### config.mk
export PLATFORM = sky130hd
export DESIGN_NAME = sokoban_ctrl
export DESIGN_NICKNAME = d
export VERILOG_FILES = /design/src/rtl/game_pkg.sv /design/src/rtl/pos_step.sv /design/src/rtl/sokoban_ctrl.sv
export SDC_FILE = /design/constraint.sdc
export NUM_CORES = 1
export LEC_CHECK = 0
export ABC_AREA = 1
export CAP_MARGIN = 30
export CORE_MARGIN = 1
export CORE_UTILIZATION = 62
export DETAILED_ROUTE_END_ITERATION = 8
export PLACE_DENSITY = 0.83
export SYNTH_ARGS = -nofsm -noshare
export SYNTH_HDL_FRONTEND = slang
export SYNTH_HIERARCHICAL = 1
export SYNTH_SLANG_ARGS = --single-unit
### constraint.sdc
create_clock -name pixelclk -period 12.1 [get_ports pixelclk]
set_input_delay 2.42 -clock pixelclk [delete_from_list [all_inputs] [get_ports pixelclk]]
set_output_delay 2.42 -clock pixelclk [all_outputs]
set_load 0.1 [all_outputs]
### src/rtl/game_pkg.sv
// game_pkg: shared types and constants for the sokoban controller
package game_pkg;
  localparam int COORD_W = 12;
  localparam int STEP_DEFAULT = 20;
  typedef enum logic [1:0] {UP, DOWN, LEFT, RIGHT} dir_t;
  typedef enum logic [2:0] {IDLE, ARM, PROBE_MAN, PROBE_BOX, WIN} state_t;
endpackage

### src/rtl/pos_step.sv
// pos_step: one grid step of a sprite origin in a direction, flagging moves off the legal range
module pos_step import game_pkg::*; (
  input  logic [COORD_W-1:0] x,
  input  logic [COORD_W-1:0] y,
  input  logic [1:0]         dir,
  input  logic [COORD_W-1:0] step,
  output logic [COORD_W-1:0] nx,
  output logic [COORD_W-1:0] ny,
  output logic               underflow
);
  logic vert, neg;
  logic [COORD_W-1:0] c, n, lim;
  logic [COORD_W:0] sum;
  always_comb begin
    vert = dir == UP || dir == DOWN;
    neg = dir == UP || dir == LEFT;
    c = vert ? y : x;
    lim = {COORD_W{1'b1}} - step;
    sum = {1'b0, c} + {1'b0, step};
    n = neg ? c - step : sum[COORD_W-1:0];
    // Only the moved axis can leave the range [0, 4095 - step]
    underflow = neg ? c < step : sum > {1'b0, lim};
    nx = vert ? x : n;
    ny = vert ? n : y;
  end
endmodule

### src/rtl/sokoban_ctrl.sv
// sokoban_ctrl: key-driven player/box movement resolved by per-frame collision probes
module sokoban_ctrl import game_pkg::*; #(
  parameter int STEP   = STEP_DEFAULT,
  parameter int MAN_X0 = 320,
  parameter int MAN_Y0 = 260,
  parameter int BOX_X0 = 320,
  parameter int BOX_Y0 = 220
) (
  input  logic                pixelclk,
  input  logic                reset,
  input  logic                key_up,
  input  logic                key_down,
  input  logic                key_left,
  input  logic                key_right,
  input  logic                frame_end,
  input  logic                hit_wall,
  input  logic                hit_box,
  input  logic                hit_box_wall,
  input  logic                beat_level,
  output logic [COORD_W-1:0]  man_x,
  output logic [COORD_W-1:0]  man_y,
  output logic [COORD_W-1:0]  box_x,
  output logic [COORD_W-1:0]  box_y,
  output logic                busy,
  output logic                level_done,
  output logic [9:0]          move_count
);
  localparam logic [COORD_W-1:0] STEP_C = COORD_W'(STEP);
  localparam logic [COORD_W-1:0] MX0 = COORD_W'(MAN_X0);
  localparam logic [COORD_W-1:0] MY0 = COORD_W'(MAN_Y0);
  localparam logic [COORD_W-1:0] BX0 = COORD_W'(BOX_X0);
  localparam logic [COORD_W-1:0] BY0 = COORD_W'(BOX_Y0);

  state_t state_q, state_d;
  dir_t dir_q, dir_d;
  logic [COORD_W-1:0] man_x_q, man_x_d, man_y_q, man_y_d, box_x_q, box_x_d, box_y_q, box_y_d;
  logic [COORD_W-1:0] pm_x_q, pm_x_d, pm_y_q, pm_y_d, pb_x_q, pb_x_d, pb_y_q, pb_y_d;
  logic s_wall_q, s_wall_d, s_box_q, s_box_d, s_bwall_q, s_bwall_d, s_beat_q, s_beat_d;
  logic busy_q, busy_d, done_q, done_d;
  logic [9:0] cnt_q, cnt_d;
  logic [COORD_W-1:0] nmx, nmy, nbx, nby;
  logic m_uf, b_uf, wall, boxf, bwall, beat, clr, inc;

  pos_step u_man (.x(man_x_q), .y(man_y_q), .dir(dir_q), .step(STEP_C), .nx(nmx), .ny(nmy), .underflow(m_uf));
  pos_step u_box (.x(box_x_q), .y(box_y_q), .dir(dir_q), .step(STEP_C), .nx(nbx), .ny(nby), .underflow(b_uf));

  always_comb begin
    // Decisions include this cycle's flags so a hit coincident with frame_end belongs to the closing frame
    wall = s_wall_q | hit_wall;
    boxf = s_box_q | hit_box;
    bwall = s_bwall_q | hit_box_wall;
    beat = s_beat_q | beat_level;
    state_d = state_q;
    dir_d = dir_q;
    man_x_d = man_x_q;
    man_y_d = man_y_q;
    box_x_d = box_x_q;
    box_y_d = box_y_q;
    pm_x_d = pm_x_q;
    pm_y_d = pm_y_q;
    pb_x_d = pb_x_q;
    pb_y_d = pb_y_q;
    clr = 1'b0;
    inc = 1'b0;
    case (state_q)
      IDLE: if (key_up | key_down | key_left | key_right) begin
        dir_d = key_up ? UP : key_down ? DOWN : key_left ? LEFT : RIGHT;
        state_d = ARM;
      end
      ARM: if (frame_end) begin
        if (m_uf) state_d = IDLE;
        else begin
          pm_x_d = man_x_q;
          pm_y_d = man_y_q;
          pb_x_d = box_x_q;
          pb_y_d = box_y_q;
          man_x_d = nmx;
          man_y_d = nmy;
          clr = 1'b1;
          state_d = PROBE_MAN;
        end
      end
      PROBE_MAN: if (frame_end) begin
        if (wall || (boxf && b_uf)) begin
          man_x_d = pm_x_q;
          man_y_d = pm_y_q;
          state_d = IDLE;
        end else if (boxf) begin
          box_x_d = nbx;
          box_y_d = nby;
          clr = 1'b1;
          state_d = PROBE_BOX;
        end else begin
          inc = 1'b1;
          state_d = IDLE;
        end
      end
      PROBE_BOX: if (frame_end) begin
        if (bwall || wall) begin
          man_x_d = pm_x_q;
          man_y_d = pm_y_q;
          box_x_d = pb_x_q;
          box_y_d = pb_y_q;
          state_d = IDLE;
        end else begin
          inc = 1'b1;
          state_d = beat ? WIN : IDLE;
        end
      end
      default: state_d = state_q;
    endcase
    s_wall_d = clr ? 1'b0 : wall;
    s_box_d = clr ? 1'b0 : boxf;
    s_bwall_d = clr ? 1'b0 : bwall;
    s_beat_d = clr ? 1'b0 : beat;
    cnt_d = (inc && cnt_q != 10'h3ff) ? cnt_q + 10'd1 : cnt_q;
    busy_d = state_d != IDLE;
    done_d = state_d == WIN;
  end

  always_ff @(posedge pixelclk or posedge reset)
    if (reset) begin
      state_q <= IDLE;
      dir_q <= UP;
      man_x_q <= MX0;
      man_y_q <= MY0;
      box_x_q <= BX0;
      box_y_q <= BY0;
      pm_x_q <= MX0;
      pm_y_q <= MY0;
      pb_x_q <= BX0;
      pb_y_q <= BY0;
      s_wall_q <= 1'b0;
      s_box_q <= 1'b0;
      s_bwall_q <= 1'b0;
      s_beat_q <= 1'b0;
      busy_q <= 1'b0;
      done_q <= 1'b0;
      cnt_q <= '0;
    end else begin
      state_q <= state_d;
      dir_q <= dir_d;
      man_x_q <= man_x_d;
      man_y_q <= man_y_d;
      box_x_q <= box_x_d;
      box_y_q <= box_y_d;
      pm_x_q <= pm_x_d;
      pm_y_q <= pm_y_d;
      pb_x_q <= pb_x_d;
      pb_y_q <= pb_y_d;
      s_wall_q <= s_wall_d;
      s_box_q <= s_box_d;
      s_bwall_q <= s_bwall_d;
      s_beat_q <= s_beat_d;
      busy_q <= busy_d;
      done_q <= done_d;
      cnt_q <= cnt_d;
    end

  assign man_x = man_x_q;
  assign man_y = man_y_q;
  assign box_x = box_x_q;
  assign box_y = box_y_q;
  assign busy = busy_q;
  assign level_done = done_q;
  assign move_count = cnt_q;
endmodule
Word level (Yosys, flattened, before mapping):

Index checks and enable logic that the tools add are counted.

* register bits after elaboration: 117
* input port bits: 11
* output and inout bits: 60
* word-level logic and storage cells: 135

* add/subtract/negate cells: 5
* order comparisons: 4
* equal/unequal tests: 19
* muxes and demuxes: 65
* bitwise gates (word level): 8
* reductions and logical operators: 17

Operators by type and width (number)
* $mux 12: 30
* $pmux 12 s3: 2
* $pmux 12 s2: 2
* $add 12x5->13 const B: 2
* $gt 13x12->1 const B: 2
* $lt 12x5->1 const B: 2
* $sub 12x5->12 const B: 2
* $ne 2x2->1 const B: 10
* $mux 3: 6
* $mux 1: 17
* $reduce_and 8->1: 2
* $reduce_and 7->1: 2
* $pmux 3 s4: 1
* $add 10x1->10 const B: 1
* $mux 2: 5
* $ne 10x10->1 const B: 1
* $or 1x1->1: 7
* $eq 3x2->1 const B: 2
* $reduce_bool 3->1: 2
* $logic_or 1x1->1: 4
* $ne 2x1->1 const B: 2
* $pmux 1 s2: 2
* $eq 3x1->1 const B: 1
* $eq 3x3->1 const B: 1
* other kinds (9): 10

Logic depth before layout (Yosys ltp):

* depth after elaboration: 12
* depth in mapped cells: 33
* mapped depth without buffers: 30

By module:

The synthesis kept the hierarchy.

By module, submodules not included
* sokoban_ctrl: instances 1, cells each 616, area each 5321.4 µm², seq. area each 2955.3 µm²
* pos_step (u_box): instances 1, cells each 444, area each 2451.1 µm², seq. area each 0.0 µm²
* pos_step (u_man): instances 1, cells each 453, area each 2336.0 µm², seq. area each 0.0 µm²

Least setup slack after synthesis:

Ideal clock, no wire load.

* path kind: reg-to-reg
* from: reg man_y_q[3], in the netlist man_y[3]
* to: reg pm_x_q[0]
* setup time: 120 ps
* arrival: 3702 ps
* required time: 11980 ps
* path slack: 8278 ps
* stages on the path, launching flop included: 28
* buffers on the path: 2
* period minus slack after synthesis: 3822 ps
* cells stage by stage: dfrtp_1 inv_1 o21ai_0 ha_1 nor2_1 nand2_1 inv_1 nand2_1 nand2_1 nand2_1 and2_1 ha_1 nand2_1 nor2_1 nand2_1 nand3_1 nand2_1 nand2_1 nand2_1 nand2_1 inv_1 nand2_1 nor2_2 inv_1 buf_2 buf_1 nand2_1 nand2_1

* longest elaborated chain between the ends: 6
* elaborated cells on any way between the ends: 7
* those cells by class: add/sub: 1; order compare: 2; mux: 2; bitwise: 1; reduce/logical: 1

RTL lines
* from (decl): RTL line sokoban_ctrl.sv:36 `logic [COORD_W-1:0] man_x_q, man_x_d, man_y_q, man_y_d, box_x_q, box_x_d, box_y_q, box_y_d;`
* from (signal assigned): RTL line sokoban_ctrl.sv:144 `man_y_q <= man_y_d;`
* $mux 12 (*): RTL line pos_step.sv:17 `c = vert ? y : x;`
* $add 12x5->13: RTL line pos_step.sv:19 `sum = {1'b0, c} + {1'b0, step};`
* $gt 13x12->1: RTL line pos_step.sv:22 `underflow = neg ? c < step : sum > {1'b0, lim};`
* $mux 1 (*): RTL line pos_step.sv:22
* via m_uf: RTL line sokoban_ctrl.sv:42 `logic m_uf, b_uf, wall, boxf, bwall, beat, clr, inc;`
* $not 1->1 (no line) (*)
* $reduce_and 3->1 (no line) (*)
* to (signal assigned): RTL line sokoban_ctrl.sv:147 `pm_x_q <= pm_x_d;`
* to (decl): RTL line sokoban_ctrl.sv:37 `logic [COORD_W-1:0] pm_x_q, pm_x_d, pm_y_q, pm_y_d, pb_x_q, pb_x_d, pb_y_q, pb_y_d;`

The timed path passes the listed nets; every way through them passes the cells marked *.
A chain may end at the register's enable or synchronous reset.

Worst setup path in the final report:

* from: reg dir_q[1]
* to: reg man_y_q[7], in the netlist man_y[7]

* elaborated cells on any way between the ends: 27
* those cells by class: add/sub: 3; order compare: 4; eq/ne: 5; mux: 9; reduce/logical: 6

RTL lines
* from (decl): RTL line sokoban_ctrl.sv:35 `dir_t dir_q, dir_d;`
* from (signal assigned): RTL line sokoban_ctrl.sv:142 `dir_q <= dir_d;`
* $eq 2x1->1 / $logic_not 2->1 (equally long branches): RTL line pos_step.sv:15, pos_step.sv:16
* $logic_or 1x1->1: RTL line pos_step.sv:15 `vert = dir == UP || dir == DOWN;`
* $mux 12: RTL line pos_step.sv:17
* $add 12x5->13: RTL line pos_step.sv:19
* $gt 13x12->1: RTL line pos_step.sv:22
* $mux 1 (*): RTL line pos_step.sv:22
* via m_uf: RTL line sokoban_ctrl.sv:42
* $ne 2x2->1 (no line) (*)
* $reduce_and 8->1 (no line) (*)

The timed path passes the listed nets; every way through them passes the cells marked *. The select of a mux whose other input is x is not followed.

==> impl_metrics.yaml <==
die:
  start_util_pct: 63.63
  num_rows: 46
  dieArea_um2: 16820
  fp.dieH_um: 129.7
  die_x_um: 129.7
  ios: 71
  core_um2: 15890
synthesis:
  postSynthCellCount: 1513
  synth_top_area_share_pct: 23.52
  ys.warnings.count: 6
  synth.top_cells.by_area: "dfrtp_1 (24%), nand2_1 (21%), ha_1 (9.5%)"
  yosysMostFrequentCell: "nand2_1"
  synth_largest_area_cell: "dfrtp_1"
  synth.cell_area_um2: 10110
  avgSynthCellArea_um2: 6.681
  ys_ff_latch: 117
  ys_types: 46
  async_reset_ff_share_pct: 100.0
  synth_common_cells: "nand2_1 (558), inv_1 (184), dfrtp_1 (95)"
  yosysSeqAreaShare_pct: 29.24
  ys.flop_type: "dfrtp_1"
  synth_edf_count: 0
clock_network:
  tritoncts: "done"
  htreeDepth: 4
  cts_buffers: 17
  ctsHoldBuffers: 0
  post_cts_buffers: 0
  cts_root_buffer: "clkbuf_16"
  clk_pin_slew_ns: 0.06
  clk_latency_ns: 0.41
  cts_resized: 0
  numClockSinks: 117
  clockBufferDepth: 2
finish:
  finalInstanceArea_um2: 11670
  syn_to_final_growth_pct: 15.44
  final_layout_size_suffix_gt1_share_pct: 8.073
  antenna_cells: 0
  fillCellCount: 1368
  regArea_um2: 2957
  final_nets: 1714
  multiInputGateArea_um2: 6316
hold_path:
  holdPathStages: 2
  hold_start: "pm_y_q[2]$_DFFE_PP1P_"
  hp-class: "reg -> reg"
  min_to: "pm_y_q[2]$_DFFE_PP1P_"
setup_path:
  r2r-start: "dir_q[1]$_DFFE_PP0P_"
  crit_buf_inv: 5
  start_kind: "register"
  rrSetupSlack_ns: 6.92
  crit_required_ns: 12.39
  crit_top_cell: "nand2_1"
  critPathKind: "reg -> reg"
  worstSetupStartpoint: "dir_q[1]$_DFFE_PP0P_"
  crit_fanout: 59
  cpMaxStageDelayCell: "nand3_2"
  arrival_ns: 5.47
  critical_path.top_delay_family: "simple AND/OR/NAND/NOR gates"
  reg2reg_depth: 26
  crit_path_end_kind: "register"
  slowest_delay_ns: 0.63
  r2r_end: "man_y[7]$_DFFE_PP0P_"
global_route:
  grt_max_degree: 74
  track_usage_pct: 32.01
  antenna_found_initial: 0
  first_global_vias: 9025
  overflow: 0
  grt_pass1_wl_um: 42520
run_status:
  status: "finished, final reports clean"
sta:
  max_slew.worst_pin.slew_ns: 1.035
  slew_headroom_pct: 30.82
  rsz0062_at_grt: "no"
  finalHoldViolations: 0
  max_freq_mhz: 193.0
  min_period_ns: 5.181
  fin_crit_sh_pct: 42.82
  final_max_slew_viol_count: 0
  fin_skew_ns: 0.01101
  setup_tns_ns: 0
  setup_violations: 0
place:
  place_area_um2: 11070
  place_congestion: 0.9549
  hpwl_um: 18780
  io_buffer_count: 70
route:
  drc: 0
  drt_iter0_markers: 758
  viasPerCell: 5.285
  post_drt_wl_per_cell_um: 13.90
  first_pass_iters: 8
  antenna_left: 0
  routed_wl_um: 25730
  num_vias: 9782
job:
  cap_violations: 0
==> tightest hold or removal path, delay by kind of cell, from the launching register on <==
| family | cells | cell delay, ns |
|---|---|---|
| and+or+nand+nor | 2 | 0.10 |
| DFF | 1 | 0.36 |
==> worst max-delay path by stage <==
| stage | endpoint | cells past startpoint |
|---|---|---|
| CTS | man_y[7]$_DFFE_PP0P_ | 25 |
| global route | man_x[11]$_DFFE_PP0P_ | 27 |
| finish | man_y[7]$_DFFE_PP0P_ | 26 |
| detailed placement | man_y[11]$_DFFE_PP0P_ | 25 |
| global placement | box_x[9]$_DFFE_PP0P_ | 27 |
| floorplan | box_x[0]$_DFFE_PP0P_ | 1 |
==> area by class of cell <==
class,instances,share of cell area (%)
multi-input cells,1211,54.13
clock inverters,12,1.308
flip-flops and latches,117,25.34
inverters,198,6.455
well taps,216,2.316
repair buffers,77,6.627
clock buffers,20,3.828
==> cell usage in the layout (no fill, tap or decap), types with 17 or more instances in the layout <==
| cell type | netlist | layout |
|---|---|---|
| a21oi_1 | 48 | 48 |
| clkbuf_16 | 0 | 17 |
| clkdlybuf4s50_1 | 0 | 70 |
| conb_1 | 2 | 75 |
| dfrtp_1 | 95 | 94 |
| dfstp_2 | 22 | 22 |
| ha_1 | 77 | 77 |
| inv_1 | 184 | 183 |
| mux2i_1 | 24 | 24 |
| nand2_1 | 558 | 558 |
| nand3_1 | 83 | 83 |
| nor2_1 | 89 | 89 |
| o21a_1 | 18 | 18 |
| o21ai_0 | 90 | 90 |
==> cell families after synthesis <==
family,after synthesis,synth area share [%]
buffers and inverters,258,11.09
other,2,0.07429
AND/OR/NAND/NOR,818,34.45
multiplexers,24,2.377
flip-flops,117,29.24
AO/OA/AOI/OAI,196,10.83
XOR/XNOR,17,1.622
adder cells (fa/ha/maj),81,10.32
==> metrics by stage <==
step | util [%] | worst slack [ns] | std cells | hold WS, ns
2_1_floorplan | - | 6.616 | 1586 | 0.4412
3_3_place_gp | 69.51 | 7.206 | 1818 | 0.4508
3_5_place_dp | 69.68 | 7.041 | 1819 | 0.4582
4_1_cts | 73.46 | 6.991 | 1851 | 0.4719
5_1_grt | 73.46 | 6.395 | 1851 | 0.4881
6_report | 73.46 | 6.919 | 1851 | 0.4687
==> metal layers <==
layer  share of wire [%]  up-vias  global-route usage (%)
met2                  47      338                   53.48
met3                 6.4       50                   5.533
met1                  44     4496                   42.16
li1                    -     4898                       -
met5                   0        -                       0
met4                 2.2        0                   10.33
==> flip-flops by register name, indices dropped and copies added (netlist names) <==
| signal | flops |
|---|---|
| move_count | 10 |
| s_box_q | 1 |
| pm_x_q | 12 |
| pb_y_q | 12 |
| box_x | 12 |
| box_y | 12 |
| man_y | 12 |
| man_x | 12 |
| busy | 1 |
| dir_q | 2 |
| s_beat_q | 1 |
| pm_y_q | 12 |
| pb_x_q | 12 |
| state_q | 3 |
| s_wall_q | 1 |
| level_done | 1 |
| s_bwall_q | 1 |
Power is left out: the tool's default activity adds up to more than one toggle a clock period on the data nets, which glitch-free logic cannot reach.
